### config.mk
export PLATFORM = sky130hd
export DESIGN_NAME = corevx_ptw
export DESIGN_NICKNAME = d
export VERILOG_FILES = /design/src/rtl/corevx_ptw.sv
export SDC_FILE = /design/constraint.sdc
export NUM_CORES = 1
export LEC_CHECK = 0
export CORE_ASPECT_RATIO = 1.2
export CORE_MARGIN = 1.5
export CORE_UTILIZATION = 30
export CTS_CLUSTER_SIZE = 24
export DETAILED_ROUTE_END_ITERATION = 10
export SLEW_MARGIN = 15
export SYNTH_ARGS = -nofsm -noshare
export SYNTH_HDL_FRONTEND = slang
export SYNTH_SLANG_ARGS = --single-unit
### constraint.sdc
create_clock -name clk -period 4.9 [get_ports clk]
set_input_delay 0.98 -clock clk [delete_from_list [all_inputs] [get_ports clk]]
set_output_delay 0.98 -clock clk [all_outputs]
set_load 0.005 [all_outputs]
### src/rtl/corevx_ptw.sv
// corevx_ptw: Sv32 hardware page-table walker for the corevx cache.
//
// On a TLB miss the cache hands over a 20-bit VPN. The walker reads one or
// two 32-bit PTEs over an Avalon-MM read port and returns the PPN plus the raw
// 8-bit accesstag (D A G U X W R V). Permission checks are done elsewhere.
// The walker reports only structural PTE faults and bus errors.
//
// Ports:
//   clk, rst                  clock, synchronous active-high reset
//   resolve_request           walk request, level-sensitive, sampled in IDLE
//   resolve_virtual_address   VPN[19:0] to translate
//   resolve_ack               1-cycle pulse: request accepted, VPN latched
//   resolve_done              1-cycle pulse: result outputs valid this cycle
//   resolve_pagefault         structural PTE fault (with done)
//   resolve_accessfault       bus error during the walk (with done)
//   resolve_physical_address  PPN[21:0] (with done, no fault)
//   resolve_accesstag         PTE[7:0] (with done, no fault)
//   satp_ppn                  root page-table PPN, used only at accept
//   avl_address, avl_read     PTE read request (byte address)
//   avl_waitrequest           read stall
//   avl_readdatavalid,
//   avl_readdata,
//   avl_response              read return; response 00 = OKAY
//
// Handshake: a read is accepted on a rising edge where avl_read=1 and
// avl_waitrequest=0; avl_read and avl_address hold steady until then. Read
// data is taken on the first edge with avl_readdatavalid=1 while in WAIT.
//
// Timing: the ack cycle presents the root PTE address with avl_read still low;
// avl_read rises the following cycle. The second-level read is raised on the
// same edge that evaluates the first-level PTE, since its address is known.

module corevx_ptw #(
  parameter int VERBOSE = 0
) (
  input  logic        clk,
  input  logic        rst,
  input  logic        resolve_request,
  input  logic [19:0] resolve_virtual_address,
  output logic        resolve_ack,
  output logic        resolve_done,
  output logic        resolve_pagefault,
  output logic        resolve_accessfault,
  output logic [21:0] resolve_physical_address,
  output logic [7:0]  resolve_accesstag,
  input  logic [21:0] satp_ppn,
  output logic [33:0] avl_address,
  output logic        avl_read,
  input  logic        avl_waitrequest,
  input  logic        avl_readdatavalid,
  input  logic [31:0] avl_readdata,
  input  logic [1:0]  avl_response
);

  typedef enum logic [1:0] {
    IDLE  = 2'd0,
    ISSUE = 2'd1,
    WAIT  = 2'd2,
    DONE  = 2'd3
  } state_t;

  state_t      state;
  logic        level;   // 1 = root table, 0 = leaf table
  logic [19:0] vpn;

  // PTE field decode
  logic pte_v, pte_r, pte_w, pte_x, pte_leaf;
  assign pte_v    = avl_readdata[0];
  assign pte_r    = avl_readdata[1];
  assign pte_w    = avl_readdata[2];
  assign pte_x    = avl_readdata[3];
  assign pte_leaf = pte_r | pte_x;

  // The VERBOSE parameter and the software-reserved RSW bits never affect the walk.
  logic lint_unused;
  assign lint_unused = (VERBOSE != 0) ^ (^avl_readdata[9:8]);

  always_ff @(posedge clk) begin
    if (rst) begin
      state                    <= IDLE;
      level                    <= 1'b1;
      vpn                      <= '0;
      resolve_ack              <= 1'b0;
      resolve_done             <= 1'b0;
      resolve_pagefault        <= 1'b0;
      resolve_accessfault      <= 1'b0;
      resolve_physical_address <= '0;
      resolve_accesstag        <= '0;
      avl_address              <= '0;
      avl_read                 <= 1'b0;
    end else begin
      resolve_ack  <= 1'b0;
      resolve_done <= 1'b0;
      case (state)
        IDLE: begin
          if (resolve_request) begin
            resolve_ack <= 1'b1;
            vpn         <= resolve_virtual_address;
            level       <= 1'b1;
            avl_address <= {satp_ppn, resolve_virtual_address[19:10], 2'b00};
            state       <= ISSUE;
          end
        end
        ISSUE: begin
          if (!avl_read) begin
            avl_read <= 1'b1;
          end else if (!avl_waitrequest) begin
            avl_read <= 1'b0;
            state    <= WAIT;
          end
        end
        WAIT: begin
          if (avl_readdatavalid) begin
            // Default outcome is a completed walk; only the pointer case
            // at the root level overrides this and loops back to ISSUE.
            state        <= DONE;
            resolve_done <= 1'b1;
            if (avl_response != 2'b00) begin
              resolve_accessfault <= 1'b1;
            end else if (!pte_v || (!pte_r && pte_w)) begin
              resolve_pagefault <= 1'b1;
            end else if (pte_leaf) begin
              if (level && (avl_readdata[19:10] != 10'd0)) begin
                // superpage whose PPN0 is not zero is misaligned
                resolve_pagefault <= 1'b1;
              end else if (level) begin
                resolve_physical_address <= {avl_readdata[31:20], vpn[9:0]};
                resolve_accesstag        <= avl_readdata[7:0];
              end else begin
                resolve_physical_address <= avl_readdata[31:10];
                resolve_accesstag        <= avl_readdata[7:0];
              end
            end else if (level) begin
              level        <= 1'b0;
              avl_address  <= {avl_readdata[31:10], vpn[9:0], 2'b00};
              avl_read     <= 1'b1;
              state        <= ISSUE;
              resolve_done <= 1'b0;
            end else begin
              resolve_pagefault <= 1'b1;
            end
          end
        end
        DONE: begin
          // results are only valid alongside the done pulse
          resolve_pagefault        <= 1'b0;
          resolve_accessfault      <= 1'b0;
          resolve_physical_address <= '0;
          resolve_accesstag        <= '0;
          state                    <= IDLE;
        end
        default: state <= IDLE;
      endcase
    end
  end

endmodule
==> results.yml, run 1 <==
global_routing:
  grt_overflow_total: 0
  grt_pass1_vias: 3435
  antenna_found_initial: 0
  gr-usage-all-layers_pct: 18.39
  grt_pass1_wl_mm: 18.46
  grt_max_degree: 48
clocking:
  htreeDepth: 3
  cts_resized: 0
  cts_root_buf: "clkbuf_16"
  post_cts_buffers: 0
  ctsHoldBuffers: 0
  cts_buffers: 9
  ctsLongestPathBuffers: 2
  clkLatencyLatePin_ns: 0.33
  cts_tree: "done"
  cts_sinks: 80
  cts.clk_slew.worst_paths_ns: 0.05
worst_setup_path:
  critPathRequiredTime_ns: 5.15
  rrSetupSlack_ns: 1.85
  rr_worst_depth: 6
  crit_fanout: 17
  cp-start-kind: "primary input"
  crit_type: "primary input to flip-flop"
  r2r-start: "state[0]"
  r2r-end: "avl_address[10]"
  crit_path_start: "avl_readdata[13]"
  crit_path_end_kind: "flip-flop"
  worstPathArrival_ns: 3.34
floorplanning:
  boundaryPins: 150
  rows: 43
  die-width_um: 103.6
  die_h_um: 123.8
  initial_utilization_pct: 31.09
  die_area_um2: 12830
  coreArea_um2: 11730
finish:
  nNetsFinal: 632
  area_growth_pct: 50.72
  n_antenna_cell: 0
  drive_above_1_share_pct: 5.766
sta:
  max_clock_freq_mhz: 324.0
  hold_violations: 0
  period_minus_slack_ns: 3.086
  relSlewSlack_pct: 42.95
  rsz0062_at_grt: "false"
  fin_skew_ns: 0.007118
  drv_slew: 0
  worst_slew_pin_slew_ns: 0.8557
  timing.final.crit_share_pct: 62.99
  tns_ns: 0
  setup_viol: 0
placement:
  dp_hpwl_mm: 8.371
  gp_congestion: 0.7957
  io_buffers: 145
synthesis:
  synth_edf_count: 0
  yosysTopAreaCell: "dfxtp_1"
  async_flop_share_pct: 0
  syn_inst: 424
  yosysWarnings: 0
  synth-seq-cells: 80
  syn_area_per_cell_um2: 8.599
  synth_top_area_share_pct: 43.93
  synth_area_um2: 3646
  synth_seq_area_share_pct: 43.93
  synth_flop_cell: "dfxtp_1"
  synth.distinct_cells: 44
  synth_area_leaders: "dfxtp_1, nand2_1, a311oi_1"
drt:
  antenna_left: 0
  wl_mm: 11.91
  dr.pass1.iters: 4
  post_drt_wl_per_cell_um: 16.72
  drc: 0
  drtIter0Drc: 138
  via_per_inst: 5.024
  dr_total_vias: 3577
power_and_ir_drop:
  leakage_nw: 2.155
  p_seq_share_pct: 43.5
  vdd_drop_max_v: 0.0001290
  total_power_mw: 1.635
  comb_power_share_pct: 16.0
  switchingPower_mw: 0.3936
  netSwitchingFraction_pct: 24.08
  clkPwrFrac_pct: 40.5
  intPower_mw: 1.241
  p_per_area_nw_per_um2: 297.4
worst_hold_path:
  hold_depth: 2
  min_from: "resolve_accesstag[0]"
  hold_class: "flip-flop to flip-flop"
  min_to: "resolve_accesstag[0]"
run_status:
  status: "completed"
run:
  maxCapViolations: 0
synth_stat cells, types with 2 or more instances:
cell type	n
a21oi_1	46
a311oi_1	32
a31oi_1	5
buf_12	2
buf_2	3
buf_4	2
clkbuf_1	30
dfxtp_1	80
mux2_1	9
mux2i_1	25
nand2_1	114
nand2b_1	28
nand3b_1	6
nand4_1	5
nor2_1	6
nor2b_1	3
layout make-up:
type | instances | area, um^2
inverter | 2 | 7.507
multi-input combinational | 305 | 1874
tap | 157 | 196.4
clock inverter | 3 | 42.54
clock buffer | 12 | 246.5
timing repair buffer | 153 | 1526
fill | 1198 | 6233
sequential | 80 | 1602
flip-flops by register name, indices dropped and copies added, names as in the netlist:
signal and cells:
avl_address 32, resolve_physical_address 22, resolve_pagefault 1, resolve_ack 1, resolve_done 1, level 1
resolve_accessfault 1, avl_read 1, state 2, resolve_accesstag 8, vpn 10
layer usage:
metal  share of wire [%]  up-vias  global-route usage (%)
li1                    -     1752                       -
met1                  45     1696                   23.31
met2                  48      106                   30.92
met3                 4.0       23                   3.768
met4                 2.5        0                   7.378
met5                   0        -                       0
worst max-delay path: stages:
cell and delay, ns:
clkdlybuf4s50_1 0.48, or4_4 0.58, o41ai_4 0.59, o21ai_4 0.27, buf_16 0.25, mux2i_1 0.18
cell usage in the layout, fill, tap and decap left out, drive strengths merged, types with 2 or more instances in the layout:
cell type      synthesis  layout
nand4                  5       5
nand2b                28      28
dfxtp                 80      80
a21oi                 46      46
nand3b                 6       6
buf                    8       9
nor2                   6       6
o21ai                  2       2
inv                    2       2
mux2i                 25      25
clkdlybuf4s50          0     144
nor2b                  3       3
mux2                  10      10
a31oi                  5       5
or4                    2       2
conb                   1       2
clkbuf                30      12
a311oi                32      32
nand2                114     114
a31o                   2       2
worst max path at each step:
stage	endpoint	slack (ns)	depth (start not counted)
floorplan	resolve_accesstag[1]	2.33	6
global placement	resolve_accesstag[5]	1.44	5
detailed placement	resolve_accesstag[7]	1.39	5
CTS	resolve_accesstag[7]	1.75	5
global route	avl_address[17]	1.57	6
finish	resolve_accesstag[7]	1.81	6
power groups by stage:
stage	clock, mW	combinational [mW]	sequential [mW]
after floorplan	0	0.107	0.720
after global placement	0	0.259	0.724
after detailed placement	0	0.263	0.724
after CTS	0.677	0.264	0.710
after global routing	0.708	0.284	0.715
final	0.663	0.262	0.710
metrics by stage:
step                      worst slack (ns)  hold slack, ns  cell area [um^2]  utilization, %  instances
final                                1.814          0.4529              5495           46.85        712
after global routing                 1.568          0.4799              5495           46.85        712
after CTS                            1.754          0.4545              5468           46.62        711
after detailed placement             1.387          0.4457              5179           44.15        696
after global placement               1.438          0.4326              5179           44.15        696
after floorplan                      2.330          0.4409              3650               -        425
cell families after synthesis:
family | after synthesis | share of synthesized area, %
mux | 35 | 9.952
buf+inv | 40 | 5.525
flops | 80 | 43.93
simple gates | 171 | 21.89
compound gates | 97 | 18.60
other cells | 1 | 0.1029
No activity file was read; power rests on OpenSTA's default activity.
==> inputs of run 2 (changes only) <==
clock period = 2.9 ns   (was 4.9 ns; I/O delays follow)
==> run 2 against run 1 <==
Compared with the run above: hold slack got worse by 0.0046 ns; total power increased by 83%; critical endpoint is now avl_address[26]; die area stayed put; combinational power grew 76%; first-iteration DRC count grew 31%; design area rose by 2.5%; highest routed layer unchanged; sequential power grew 69%; final cell count rose by 1.4%; sequential share of layout area shrank 0.72 points; register-to-register slack lost 1.1 ns; wire length rose by 1.0%; largest power group is now the clock network.
==> results.yml, run 2 (same netlist as run 1, synthesis figures left out) <==
drt:
  wl_met2_mm: 5.893
  wl_mm: 12.03
  post_drt_wl_per_cell_um: 16.66
  antenna_left: 0
  dr.max_layer_used: "met4"
  dr_wl_met3_um: 550
  dr.pass1.iters: 4
  wl_met1_mm: 5.335
  drc: 0
  drtIter0Drc: 181
  via_per_inst: 4.971
  dr_total_vias: 3589
clocking:
  clkLatencyLatePin_ns: 0.33
  cts_tree: "done"
  cts_resized: 0
  cts_buffers: 9
  htreeDepth: 3
  ctsLongestPathBuffers: 2
  post_cts_buffers: 0
  cts.clk_slew.worst_paths_ns: 0.06
  cts_sinks: 80
  cts_root_buf: "clkbuf_16"
  ctsHoldBuffers: 0
sta:
  rsz0062_at_grt: "false"
  layout_setup_ws_ns: 0.5545
  setup_viol: 0
  relSlewSlack_pct: 43.70
  hold_violations: 0
  timing.final.crit_share_pct: 80.88
  fin_skew_ns: 0.004339
  tns_ns: 0
  max_clock_freq_mhz: 426.3
  drv_slew: 0
  worst_slew_pin_slew_ns: 0.8444
  period_minus_slack_ns: 2.346
run:
  maxCapViolations: 0
power_and_ir_drop:
  intPower_mw: 2.309
  total_power_mw: 2.993
  comb_power_share_pct: 15.4
  vdd_drop_max_v: 0.0003093
  p_seq_share_pct: 40.0
  clkPwrFrac_pct: 44.7
  netSwitchingFraction_pct: 22.84
  p_per_area_nw_per_um2: 531.2
  switchingPower_mw: 0.6837
  leakage_nw: 2.231
finish:
  layout.cells.most_common: "clkdlybuf4s50_1"
  drive_above_1_share_pct: 7.788
  utilization_pct: 48.04
  final_cell_mix: "clkdlybuf4s50_1, nand2_1, dfxtp_1, a21oi_1, a311oi_1"
  largest_registers: "avl_address (32), resolve_physical_address (22), vpn (10)"
  fin_cells: 722
  fillCellCount: 1173
  largest_reg_flops: 32
  n_antenna_cell: 0
  nNetsFinal: 641
  regMostFlops: "avl_address"
  area_growth_pct: 54.53
placement:
  gp_congestion: 0.8143
  dpl.cell_count: 706
  dp_hpwl_mm: 8.534
  io_buffers: 145
  pre_cts_ws_ns: 0.2083
floorplanning:
  rows: 43
  die_h_um: 123.8
  coreArea_um2: 11730
  initial_utilization_pct: 31.09
  die-width_um: 103.6
  die_area_um2: 12830
  boundaryPins: 150
worst_setup_path:
  critPathRequiredTime_ns: 3.13
  crit_fanout: 19
  cp-start-kind: "primary input"
  crit_path_end_kind: "flip-flop"
  worstPathArrival_ns: 2.58
  crit_type: "primary input to flip-flop"
global_routing:
  grt_overflow_total: 0
  grt_pass1_vias: 3635
  grt_pass1_wl_mm: 18.99
  antenna_found_initial: 0
  gr-usage-all-layers_pct: 18.82
  grt_max_degree: 43
run_status:
  status: "completed"
worst_hold_path:
  hold_class: "flip-flop to flip-flop"
run 2: cell count changes in the layout (fill, tap and decap cells not counted):
cell       previous run  this run
buf_4                 7        15
buf_12                0         2
bufinv_16             1         3
clkbuf_1              2         0
buf_16                1         0
clkbuf_8              1         2
run 2: final timing paths:
kind / startpoint / to / slack, ns / depth (start not counted)
worst max-delay path: avl_readdata[3] / avl_address[26] / 0.55 / 5
worst min-delay path: resolve_accesstag[0] / resolve_accesstag[0] / 0.45 / 2
worst max register to register: state[1] / avl_address[26] / 0.71 / 5
worst min register to register: resolve_accesstag[0] / resolve_accesstag[0] / 0.45 / 2
run 2: metal layers:
metal | vias to the layer above | GRT usage [%]
li1 | 1770 | -
met5 | - | 0
met1 | 1687 | 23.83
met2 | 115 | 32.04
met4 | 0 | 7.986
met3 | 17 | 3.087
run 2: area by class of cell:
type / count / area (um^2) / share of cell area (%)
Clock inverter: 5 / 102.6 / 1.821
Clock buffer: 11 / 252.7 / 4.486
Sequential cell: 80 / 1602 / 28.43
Tap cell: 157 / 196.4 / 3.487
Multi-Input combinational cell: 305 / 1874 / 33.27
Inverter: 2 / 7.507 / 0.1332
Timing Repair Buffer: 162 / 1599 / 28.38
run 2: power groups by stage:
stage | logic [mW] | registers [mW] | clock network [mW]
4_1_cts | 0.466 | 1.20 | 1.36
6_report | 0.460 | 1.20 | 1.34
3_3_place_gp | 0.458 | 1.22 | 0
3_5_place_dp | 0.463 | 1.22 | 0
2_1_floorplan | 0.180 | 1.22 | 0
5_1_grt | 0.502 | 1.20 | 1.41
run 2: stage by stage:
stage	hold WS [ns]	area (um^2)
2_1_floorplan	0.4409	3650
3_3_place_gp	0.4326	5279
3_5_place_dp	0.4415	5279
4_1_cts	0.4508	5634
5_1_grt	0.4693	5634
6_report	0.4483	5634
run 2: critical path, stage by stage:
cell and delay [ns]:
clkdlybuf4s50_1 0.52, o31ai_4 0.77, buf_4 0.35, a21oi_1 0.09
a311oi_1 0.26
==> inputs of run 3 (changes only) <==
clock period = 2.33 ns   (was 2.9 ns; I/O delays follow)
==> run 3 against run 2 <==
Compared with the run above: sequential cell count is the same; combinational power grew 30%; first-iteration DRC count shrank 22%; die area is the same; final cell count grew 1.7%; hold slack lost 0.029 ns; sequential share of layout area shrank 0.40 points; clock skew grew 0.0016 ns; largest power group is now sequential cells.
==> results.yml, run 3 (same netlist as run 1, synthesis figures left out) <==
finish:
  largest_registers: "avl_address (32), resolve_physical_address (22), vpn (10)"
  n_antenna_cell: 0
  largest_reg_flops: 32
  drive_above_1_share_pct: 9.705
  area_growth_pct: 56.73
  final_area_um2: 5714
  utilization_pct: 48.72
  regMostFlops: "avl_address"
  layout.cells.most_common: "clkdlybuf4s50_1"
  nNetsFinal: 653
  final_cell_mix: "clkdlybuf4s50_1, nand2_1, dfxtp_1, a21oi_1, a311oi_1"
  fin_cells: 734
worst_setup_path:
  worstPathArrival_ns: 2.43
  cp-start-kind: "primary input"
  crit_type: "primary input to flip-flop"
  crit_path_start: "avl_readdata[13]"
  crit_path_end_kind: "flip-flop"
  crit_fanout: 8
  critPathRequiredTime_ns: 2.59
  r2r-start: "state[0]"
clocking:
  cts_buffers: 9
  htreeDepth: 3
  clkLatencyLatePin_ns: 0.33
  cts_sinks: 80
  cts_resized: 0
  cts.clk_slew.worst_paths_ns: 0.06
  ctsHoldBuffers: 0
  ctsLongestPathBuffers: 2
  post_cts_buffers: 0
  cts_root_buf: "clkbuf_16"
  cts_tree: "done"
placement:
  dp_hpwl_mm: 8.972
  pre_cts_ws_ns: -0.1918
  dpl.cell_count: 718
  io_buffers: 145
  gp_congestion: 0.8308
  placed_cell_area_um2: 5406
floorplanning:
  die_h_um: 123.8
  initial_utilization_pct: 31.09
  boundaryPins: 150
  die-width_um: 103.6
  die_area_um2: 12830
  coreArea_um2: 11730
  rows: 43
sta:
  max_clock_freq_mhz: 461.3
  drv_slew: 0
  hold_violations: 0
  relSlewSlack_pct: 65.58
  worst_slew_pin_slew_ns: 0.5163
  fin_skew_ns: 0.005981
  rsz0062_at_grt: "false"
  tns_ns: 0
  timing.final.crit_share_pct: 93.04
  period_minus_slack_ns: 2.168
  setup_viol: 0
  layout_setup_ws_ns: 0.1622
  hold_slack_ns: 0.4197
drt:
  antenna_left: 0
  post_drt_wl_per_cell_um: 16.51
  drtIter0Drc: 141
  dr_total_vias: 3655
  drc: 0
  dr.pass1.iters: 4
  via_per_inst: 4.980
  wl_mm: 12.12
worst_hold_path:
  min_from: "rst"
  hold_class: "primary input to flip-flop"
global_routing:
  busiest_layer: "met2"
  antenna_found_initial: 0
  grt_max_degree: 47
  grt_overflow_total: 0
  gr-usage-all-layers_pct: 18.86
  met1_usage_pct: 24.09
  use_met3_pct: 3.820
  use_met2_pct: 32.00
  grt_pass1_vias: 3633
  grt_pass1_wl_mm: 19.06
power_and_ir_drop:
  total_power_mw: 3.530
  p_per_area_nw_per_um2: 617.8
  leakage_nw: 2.280
  vdd_drop_max_v: 0.0002627
run_status:
  status: "completed"
run:
  maxCapViolations: 0
[run 3: power breakdown]
group          switching [mW]  leakage, nW  internal, mW  total [mW]
sequential             0.0472        0.654          1.44        1.49
combinational           0.248         1.48         0.348       0.596
clock                   0.560        0.148         0.884        1.44
[run 3: worst paths after layout]
path | slack [ns] | endpoint | depth (start not counted)
max | 0.16 | resolve_physical_address[0] | 6
min | 0.42 | state[1] | 2
max reg2reg | 0.53 | avl_address[19] | 5
min reg2reg | 0.45 | resolve_accesstag[0] | 2
[run 3: per-layer routing]
metal,vias to the layer above,part of all wire (%)
met1,1735,45
li1,1785,-
met4,0,1.9
met5,-,0
met2,122,49
met3,13,5.0
[run 3: area by class of cell]
cell class / instances / area (um^2)
Multi-Input combinational cell: 305 / 1874
Timing Repair Buffer: 174 / 1727
Inverter: 2 / 7.507
Fill cell: 1189 / 6015
Clock buffer: 11 / 252.7
Clock inverter: 5 / 55.05
Tap cell: 157 / 196.4
Sequential cell: 80 / 1602
[run 3: worst max-delay path, stage by stage]
cell	delay (ns)
clkdlybuf4s50_1	0.44
or4_4	0.57
o41ai_4	0.43
buf_4	0.23
nand4_1	0.11
a31oi_1	0.18
